**config.mk**
```make
export PLATFORM = sky130hd
export DESIGN_NAME = regfile_scoreboard_flat
export DESIGN_NICKNAME = d
export VERILOG_FILES = /design/src/rtl/regfile_scoreboard_if.sv /design/src/rtl/regfile_scoreboard.sv /design/src/flat_wrapper.sv
export SDC_FILE = /design/constraint.sdc
export NUM_CORES = 2
export LEC_CHECK = 0
export CAP_MARGIN = 20
export CORE_UTILIZATION = 30
export DETAILED_ROUTE_END_ITERATION = 6
export GPL_TIMING_DRIVEN = 0
export PLACE_DENSITY = 0.44
export SLEW_MARGIN = 20
export SYNTH_ARGS = -nofsm -noshare
export SYNTH_HDL_FRONTEND = slang
export SYNTH_SLANG_ARGS = --single-unit
```
**constraint.sdc**
```tcl
create_clock -name clk -period 5.1 [get_ports clk]
set_clock_uncertainty 0.15 [all_clocks]
set_input_delay 0.51 -clock clk [delete_from_list [all_inputs] [get_ports clk]]
set_output_delay 0.51 -clock clk [all_outputs]
set_load 0.05 [all_outputs]
```
**src/rtl/regfile_scoreboard_if.sv**
```systemverilog
// Core-monitor bus for the register-file scoreboard: the write-back stream
// observed from the core plus the expected-value table lookup.
interface regfile_scoreboard_if #(
   parameter int XLEN = 32,
   parameter int IW   = 5
);
   logic [31:0]     instr;
   logic            wb_en;
   logic [IW-1:0]   wb_rd;
   logic [XLEN-1:0] wb_data;
   logic [IW-1:0]   exp_idx;
   logic [XLEN-1:0] exp_data;
   logic            exp_check;

   // Core/table side: drives the write-back stream and answers table lookups.
   modport master (
      output instr, wb_en, wb_rd, wb_data, exp_data, exp_check,
      input  exp_idx
   );

   // Scoreboard side: observes the write-back stream and walks the table.
   modport slave (
      input  instr, wb_en, wb_rd, wb_data, exp_data, exp_check,
      output exp_idx
   );
endinterface

```
**src/rtl/regfile_scoreboard.sv**
```systemverilog
// Register-file scoreboard: shadows the core's architectural register writes
// during a run, detects end of program (halt) or a cycle-limit timeout, then
// walks the expected-value table one index per cycle and reports the verdict.
module regfile_scoreboard #(
   parameter int          XLEN       = 32,
   parameter int          NREGS      = 32,
   parameter int          CYC_W      = 16,
   parameter logic [31:0] HALT_INSTR = 32'h0000006F,
   parameter int          MIN_CYCLES = 5,
   localparam int         IW         = $clog2(NREGS)
) (
   input  logic                 clk,
   input  logic                 reset,
   input  logic                 start,
   input  logic [CYC_W-1:0]     max_cycles,
   regfile_scoreboard_if.slave  bus,
   output logic                 busy,
   output logic                 done,
   output logic                 pass,
   output logic                 timeout,
   output logic [IW:0]          check_count,
   output logic [IW:0]          pass_count,
   output logic [IW-1:0]        first_fail,
   output logic                 first_fail_valid,
   output logic [CYC_W-1:0]     cycles
);

   typedef enum logic [1:0] {S_IDLE, S_RUN, S_COMPARE, S_DONE} state_t;

   localparam logic [CYC_W-1:0] MIN_CYC  = CYC_W'(MIN_CYCLES);
   localparam logic [IW-1:0]    LAST_IDX = IW'(NREGS - 1);

   state_t            state_q;
   logic [XLEN-1:0]   shadow_q [NREGS];
   logic [CYC_W-1:0]  cycles_q, max_q;
   logic [IW-1:0]     idx_q, first_fail_q;
   logic [IW:0]       check_q, pass_cnt_q;
   logic              busy_q, done_q, pass_q, timeout_q, ffv_q;

   logic [CYC_W:0]    cycles_plus;
   logic [CYC_W-1:0]  cycles_d;
   logic              halt_hit, limit_hit;
   logic [XLEN-1:0]   shadow_rd;
   logic              entry_match;
   logic [IW:0]       check_d, pass_cnt_d;

   // Next-state helpers: halt/limit detection, saturating cycle count, compare step.
   // NOTE: every always_comb output gets a default first so no path leaves it
   // unassigned; an unassigned path would infer a latch.
   always_comb begin
      cycles_plus = {1'b0, cycles_q} + (CYC_W+1)'(1);
      cycles_d    = (cycles_q == '1) ? cycles_q : cycles_plus[CYC_W-1:0];
      halt_hit    = (bus.instr == HALT_INSTR) && (cycles_q >= MIN_CYC);
      limit_hit   = (max_q != '0) && (cycles_plus == {1'b0, max_q});
      shadow_rd   = (idx_q == '0) ? '0 : shadow_q[idx_q];
      entry_match = (shadow_rd == bus.exp_data);
      check_d     = check_q;
      pass_cnt_d  = pass_cnt_q;
      if (bus.exp_check) begin
         check_d = check_q + (IW+1)'(1);
         if (entry_match) pass_cnt_d = pass_cnt_q + (IW+1)'(1);
      end
   end

   // Main FSM with registered outputs, shadow file and result counters.
   // NOTE: sequential state uses non-blocking assignments only, so every flop
   // samples pre-edge values regardless of statement order.
   always_ff @(posedge clk) begin
      if (!reset) begin
         state_q      <= S_IDLE;
         cycles_q     <= '0;
         max_q        <= '0;
         idx_q        <= '0;
         first_fail_q <= '0;
         check_q      <= '0;
         pass_cnt_q   <= '0;
         busy_q       <= 1'b0;
         done_q       <= 1'b0;
         pass_q       <= 1'b0;
         timeout_q    <= 1'b0;
         ffv_q        <= 1'b0;
         // NOTE: the shadow file is architectural state that must read zero
         // after reset, so it is built from resettable flops, not a RAM.
         for (int i = 0; i < NREGS; i++) shadow_q[i] <= '0;
      end else begin
         case (state_q)
            S_IDLE, S_DONE: begin
               if (start) begin
                  for (int i = 0; i < NREGS; i++) shadow_q[i] <= '0;
                  state_q      <= S_RUN;
                  cycles_q     <= '0;
                  max_q        <= max_cycles;
                  idx_q        <= '0;
                  first_fail_q <= '0;
                  check_q      <= '0;
                  pass_cnt_q   <= '0;
                  busy_q       <= 1'b1;
                  done_q       <= 1'b0;
                  pass_q       <= 1'b0;
                  timeout_q    <= 1'b0;
                  ffv_q        <= 1'b0;
               end
            end
            S_RUN: begin
               cycles_q <= cycles_d;
               // x0 is hard-wired zero, so writes to it never reach the shadow.
               if (bus.wb_en && (bus.wb_rd != '0)) shadow_q[bus.wb_rd] <= bus.wb_data;
               if (halt_hit) begin
                  state_q   <= S_COMPARE;
                  timeout_q <= 1'b0;
               end else if (limit_hit) begin
                  state_q   <= S_COMPARE;
                  timeout_q <= 1'b1;
               end
            end
            S_COMPARE: begin
               check_q    <= check_d;
               pass_cnt_q <= pass_cnt_d;
               if (bus.exp_check && !entry_match && !ffv_q) begin
                  first_fail_q <= idx_q;
                  ffv_q        <= 1'b1;
               end
               if (idx_q == LAST_IDX) begin
                  idx_q   <= '0;
                  state_q <= S_DONE;
                  busy_q  <= 1'b0;
                  done_q  <= 1'b1;
                  pass_q  <= (check_d == pass_cnt_d) && !timeout_q;
               end else begin
                  idx_q <= idx_q + IW'(1);
               end
            end
            default: state_q <= S_IDLE;
         endcase
      end
   end

   assign bus.exp_idx       = idx_q;
   assign busy              = busy_q;
   assign done              = done_q;
   assign pass              = pass_q;
   assign timeout           = timeout_q;
   assign check_count       = check_q;
   assign pass_count        = pass_cnt_q;
   assign first_fail        = first_fail_q;
   assign first_fail_valid  = ffv_q;
   assign cycles            = cycles_q;

endmodule

```
**src/flat_wrapper.sv**
```systemverilog
// flat-port wrapper written by rule: the top's interface ports become plain ports
module regfile_scoreboard_flat 
#(
   parameter int          XLEN       = 32,
   parameter int          NREGS      = 32,
   parameter int          CYC_W      = 16,
   parameter logic [31:0] HALT_INSTR = 32'h0000006F,
   parameter int          MIN_CYCLES = 5,
   localparam int         IW         = $clog2(NREGS)
)
  (clk, reset, start, max_cycles, busy, done, pass, timeout, check_count, pass_count, first_fail, first_fail_valid, cycles, bus_instr, bus_wb_en, bus_wb_rd, bus_wb_data, bus_exp_data, bus_exp_check, bus_exp_idx);
  regfile_scoreboard_if #(.XLEN(XLEN), .IW((5))) bus_i ();
  input  logic clk;
  input  logic reset;
  input  logic start;
  input  logic [CYC_W-1:0] max_cycles;
  output logic busy;
  output logic done;
  output logic pass;
  output logic timeout;
  output logic [IW:0] check_count;
  output logic [IW:0] pass_count;
  output logic [IW-1:0] first_fail;
  output logic first_fail_valid;
  output logic [CYC_W-1:0] cycles;
  input wire logic [$bits(bus_i.instr)-1:0] bus_instr;
  input wire logic [$bits(bus_i.wb_en)-1:0] bus_wb_en;
  input wire logic [$bits(bus_i.wb_rd)-1:0] bus_wb_rd;
  input wire logic [$bits(bus_i.wb_data)-1:0] bus_wb_data;
  input wire logic [$bits(bus_i.exp_data)-1:0] bus_exp_data;
  input wire logic [$bits(bus_i.exp_check)-1:0] bus_exp_check;
  output wire logic [$bits(bus_i.exp_idx)-1:0] bus_exp_idx;
  assign bus_i.instr = bus_instr;
  assign bus_i.wb_en = bus_wb_en;
  assign bus_i.wb_rd = bus_wb_rd;
  assign bus_i.wb_data = bus_wb_data;
  assign bus_i.exp_data = bus_exp_data;
  assign bus_i.exp_check = bus_exp_check;
  assign bus_exp_idx = bus_i.exp_idx;
  regfile_scoreboard #(.XLEN(XLEN), .NREGS(NREGS), .CYC_W(CYC_W), .HALT_INSTR(HALT_INSTR), .MIN_CYCLES(MIN_CYCLES)) u_core (.clk(clk), .reset(reset), .start(start), .max_cycles(max_cycles), .bus(bus_i), .busy(busy), .done(done), .pass(pass), .timeout(timeout), .check_count(check_count), .pass_count(pass_count), .first_fail(first_fail), .first_fail_valid(first_fail_valid), .cycles(cycles));
endmodule
```
==> results.json <==
{
  "status": "complete, but fails checks",
  "failed_checks": "setup timing",
  "num_rows": 150,
  "endpoint": "u_core.first_fail[3]",
  "synthFlopType": "edfxtp_1",
  "postSynthCellCount": 3539,
  "met2_wirelength_um": 103000,
  "yosysTopAreaCell": "edfxtp_1",
  "ys_top_cells_by_area": "edfxtp_1 (60%), and2_1 (12%), mux4_2 (8.6%)",
  "cts-root-buf": "clkbuf_16",
  "fin_total_pwr_mw": 27.0,
  "hold_viol": 0,
  "dr.pass1.iters": 5,
  "clock_path_buffers": 3,
  "wirelength_um": 222000,
  "postRouteAntennaNets": 0,
  "slew_headroom": 0.191,
  "cp_data_arrival_time_ns": 5.63,
  "synthSimpleGateAreaFrac": 0.163,
  "synth-compound-area-share": 0.0361,
  "place_ws_ns": -2.75,
  "synth_seq_cells": 1090,
  "worst_setup_path_end_kind": "flip-flop",
  "leakagePower_nw": 22.8,
  "start_util": 0.304,
  "async_reset_ff_frac": 0,
  "antenna_found_initial": 15,
  "final.min_clock_period_ns": 5.12,
  "max_cap_viol_count": 0,
  "crit_path_max_incr_delay_ns": 0.63,
  "route.met3.wl_um": 18000,
  "drc_errors": 0,
  "numCtsBuffers": 121,
  "top_layer_used": "met5",
  "worstPathRequired_ns": 5.60,
  "drive_gt1_frac": 0.181,
  "place_hpwl_um": 155000,
  "grt_pass1_wl_um": 293000,
  "dieArea_sq_um": 172000,
  "clk_pin_slew_ns": 0.06,
  "synth_seq_area_share": 0.629,
  "clock_latency_ns": 0.78,
  "grt_max_degree": 33,
  "vias_per_cell": 5.29,
  "yosysTopAreaCellShare": 0.603,
  "cts_tree": "done",
  "synthesis.area_sq_um": 51000,
  "fin_ws_ns": -0.0245,
  "grt-ovfl-total": 0,
  "setup_viol": 3,
  "synth_common_cells": "edfxtp_1 (1024), and2_1 (1005), clkbuf_1 (232), mux4_2 (194), nand2_1 (142)",
  "slowest_stage": "or4b_2",
  "hp-class": "primary input to flip-flop",
  "worstSetupPathType": "flip-flop to flip-flop",
  "wl_per_cell_um": 35.2,
  "finish.net_count": 4125,
  "num_io_pins": 165,
  "worst_slew_pin_slew_ns": 1.21,
  "synthDistinctLibCells": 81,
  "fmax_ghz": 0.195,
  "timing.critical_path.buf_inv": 6,
  "synth_edf_count": 1024,
  "clock_sinks": 1090,
  "avgSynthCellArea_sq_um": 14.4,
  "reg2reg_to": "u_core.first_fail[3]",
  "power_density_nw_per_um2": 425,
  "numPortBuffers": 161,
  "place_congestion": 0.932,
  "synthAdderAreaFrac": 0.00270,
  "instances_no_fill": 6307,
  "worst_path_dominant_cell_family": "buffers and inverters",
  "crit_path_start_kind": "flip-flop",
  "fill_cells": 15800,
  "synth_top_family_by_area": "simple AND/OR/NAND/NOR gates",
  "htree_levels": 3,
  "slew_violations": 0,
  "muxShareOfSynthArea": 0.126,
  "worstPathMaxFanout": 10,
  "fp.dieH_um": 414,
  "dpl.cell_count": 6002,
  "finalCritPeriodShare": 1.00,
  "path_cells": "clkbuf_4 -> buf_6 -> buf_6 -> clkbuf_2 -> mux4_2 -> a2111oi_0 -> nand2_1 -> nand2_2 -> nand2_1 -> nand4_4 -> buf_12 -> nor2_8 -> buf_4 -> or4b_2 -> a31oi_1",
  "crit_cells": 15,
  "yosys_warnings": 0,
  "grt_use_total": 0.253,
  "dr_total_vias": 33400,
  "synth_xor_area_frac": 0.0112,
  "r2r_cells": 15,
  "synth_most_common_cell": "edfxtp_1",
  "chipWidth_um": 414,
  "syn_to_final_growth_pct": 24.4,
  "core_sq_um": 168000,
  "drt-initial-drc-count": 4399,
  "regToRegSetupSlack_ns": -0.02,
  "grt_pass1_vias": 32400,
  "peakVddDrop_v": 0.000298,
  "met1_length_um": 91100,
  "fin_hold_ws_ns": 0.137,
  "ctsHoldBuffers": 0
}
==> routing by layer <==
metal	vias up	track usage
met5	-	0
met2	1550	0.407
met4	10	0.0975
li1	14000	-
met1	17500	0.336
met3	337	0.0502
==> power by group <==
part	switching, mW	internal [mW]
clock network	3.89	4.99
logic	3.44	2.23
registers	0.514	11.9
==> worst reg2reg max path: stages (launching register included) <==
cell	delay, ns
dfxtp_4	0.55
clkbuf_4	0.41
buf_6	0.34
buf_6	0.39
clkbuf_2	0.53
mux4_2	0.40
a2111oi_0	0.43
nand2_1	0.20
nand2_2	0.21
nand2_1	0.12
nand4_4	0.13
buf_12	0.16
nor2_8	0.10
buf_4	0.15
or4b_2	0.63
a31oi_1	0.14
==> layout by cell type (no fill, tap or decap), types with 10 or more instances in the layout <==
cell	Yosys	layout
mux2_2	25	25
o22ai_1	17	13
buf_6	18	17
dfxtp_1	66	63
clkinv_2	0	18
clkbuf_1	232	243
nand2_1	142	136
xor2_1	30	26
o21ai_0	53	24
buf_12	5	34
conb_1	1	32
and3_1	13	13
a22oi_1	27	26
clkbuf_16	0	124
buf_16	0	77
inv_1	17	16
o21ai_4	0	28
edfxtp_1	1024	1024
clkinv_1	0	37
buf_4	26	75
mux4_1	31	30
bufinv_16	0	12
and2_1	1005	1004
mux2i_1	95	82
xnor2_1	35	30
a211oi_1	19	16
clkdlybuf4s50_1	0	161
nand2b_1	14	10
nand3_1	36	32
nor4_1	19	19
ha_1	11	11
nor3_1	26	23
nand4_1	13	13
buf_8	2	17
nor2_1	77	71
a31oi_1	14	13
a21oi_1	81	75
mux4_2	194	195
==> per-stage QoR <==
step | util | setup TNS (ns) | instance area (sq um)
after global routing | 0.377 | -0.00302 | 63400
after CTS | 0.373 | 0 | 62700
after detailed placement | 0.343 | -34.63 | 57500
after floorplan | - | 0 | 51100
after global placement | 0.330 | -3408.27 | 55500
final | 0.378 | -0.0313 | 63400
==> worst min path at each step <==
stage / startpoint / endpoint / cells after the start
2_1_floorplan: u_core.max_q[2] / u_core.max_q[2] / 2
3_3_place_gp: u_core.busy / u_core.busy / 2
3_5_place_dp: u_core.busy / u_core.busy / 2
4_1_cts: bus_exp_check / u_core.pass / 4
5_1_grt: max_cycles[15] / u_core.max_q[15] / 3
6_report: bus_exp_check / u_core.check_count[3] / 5
==> logic make-up (layout without fill, tap and decap cells) <==
group | count (synthesis) | count (layout)
multiplexers | 345 | 345
buffers and inverters | 338 | 862
XOR/XNOR | 65 | 65
other | 1 | 41
adder cells (fa/ha/maj) | 11 | 11
flip-flops | 1090 | 1090
AND/OR/NAND/NOR | 1407 | 1407
AO/OA/AOI/OAI | 282 | 282
==> state kept, by name, indices dropped and copies added, names as in the netlist, 2 cells and up, named ones only <==
name	cells
u_core.pass_count	6
u_core.state_q	2
u_core.shadow_q	1024
u_core.bus.exp_idx	5
u_core.first_fail	5
u_core.max_q	16
u_core.cycles	16
u_core.check_count	6
==> timing repair <==
item	CTS	global route
gates cloned	0	2
resized for setup	229	63
setup buffers	29	46
setup endpoints to repair	13	12
endpoints found under the hold margin	0	0
pin swaps	11	15
==> area by class of cell <==
| type | count | area (sq um) | share of cell area |
|---|---|---|---|
| diodes | 9 | 22.5 | 0.000355 |
| plain buffers | 314 | 2380 | 0.0375 |
| clock buffers | 150 | 3170 | 0.0499 |
| clock inverters | 75 | 701 | 0.0110 |
| inverters | 18 | 70.1 | 0.00110 |
| multi-input cells | 2142 | 18200 | 0.287 |
| flip-flops and latches | 1090 | 32100 | 0.506 |
| well taps | 2204 | 2760 | 0.0435 |
| repair buffers | 305 | 4030 | 0.0635 |
Power figures use the tool's default switching activity.
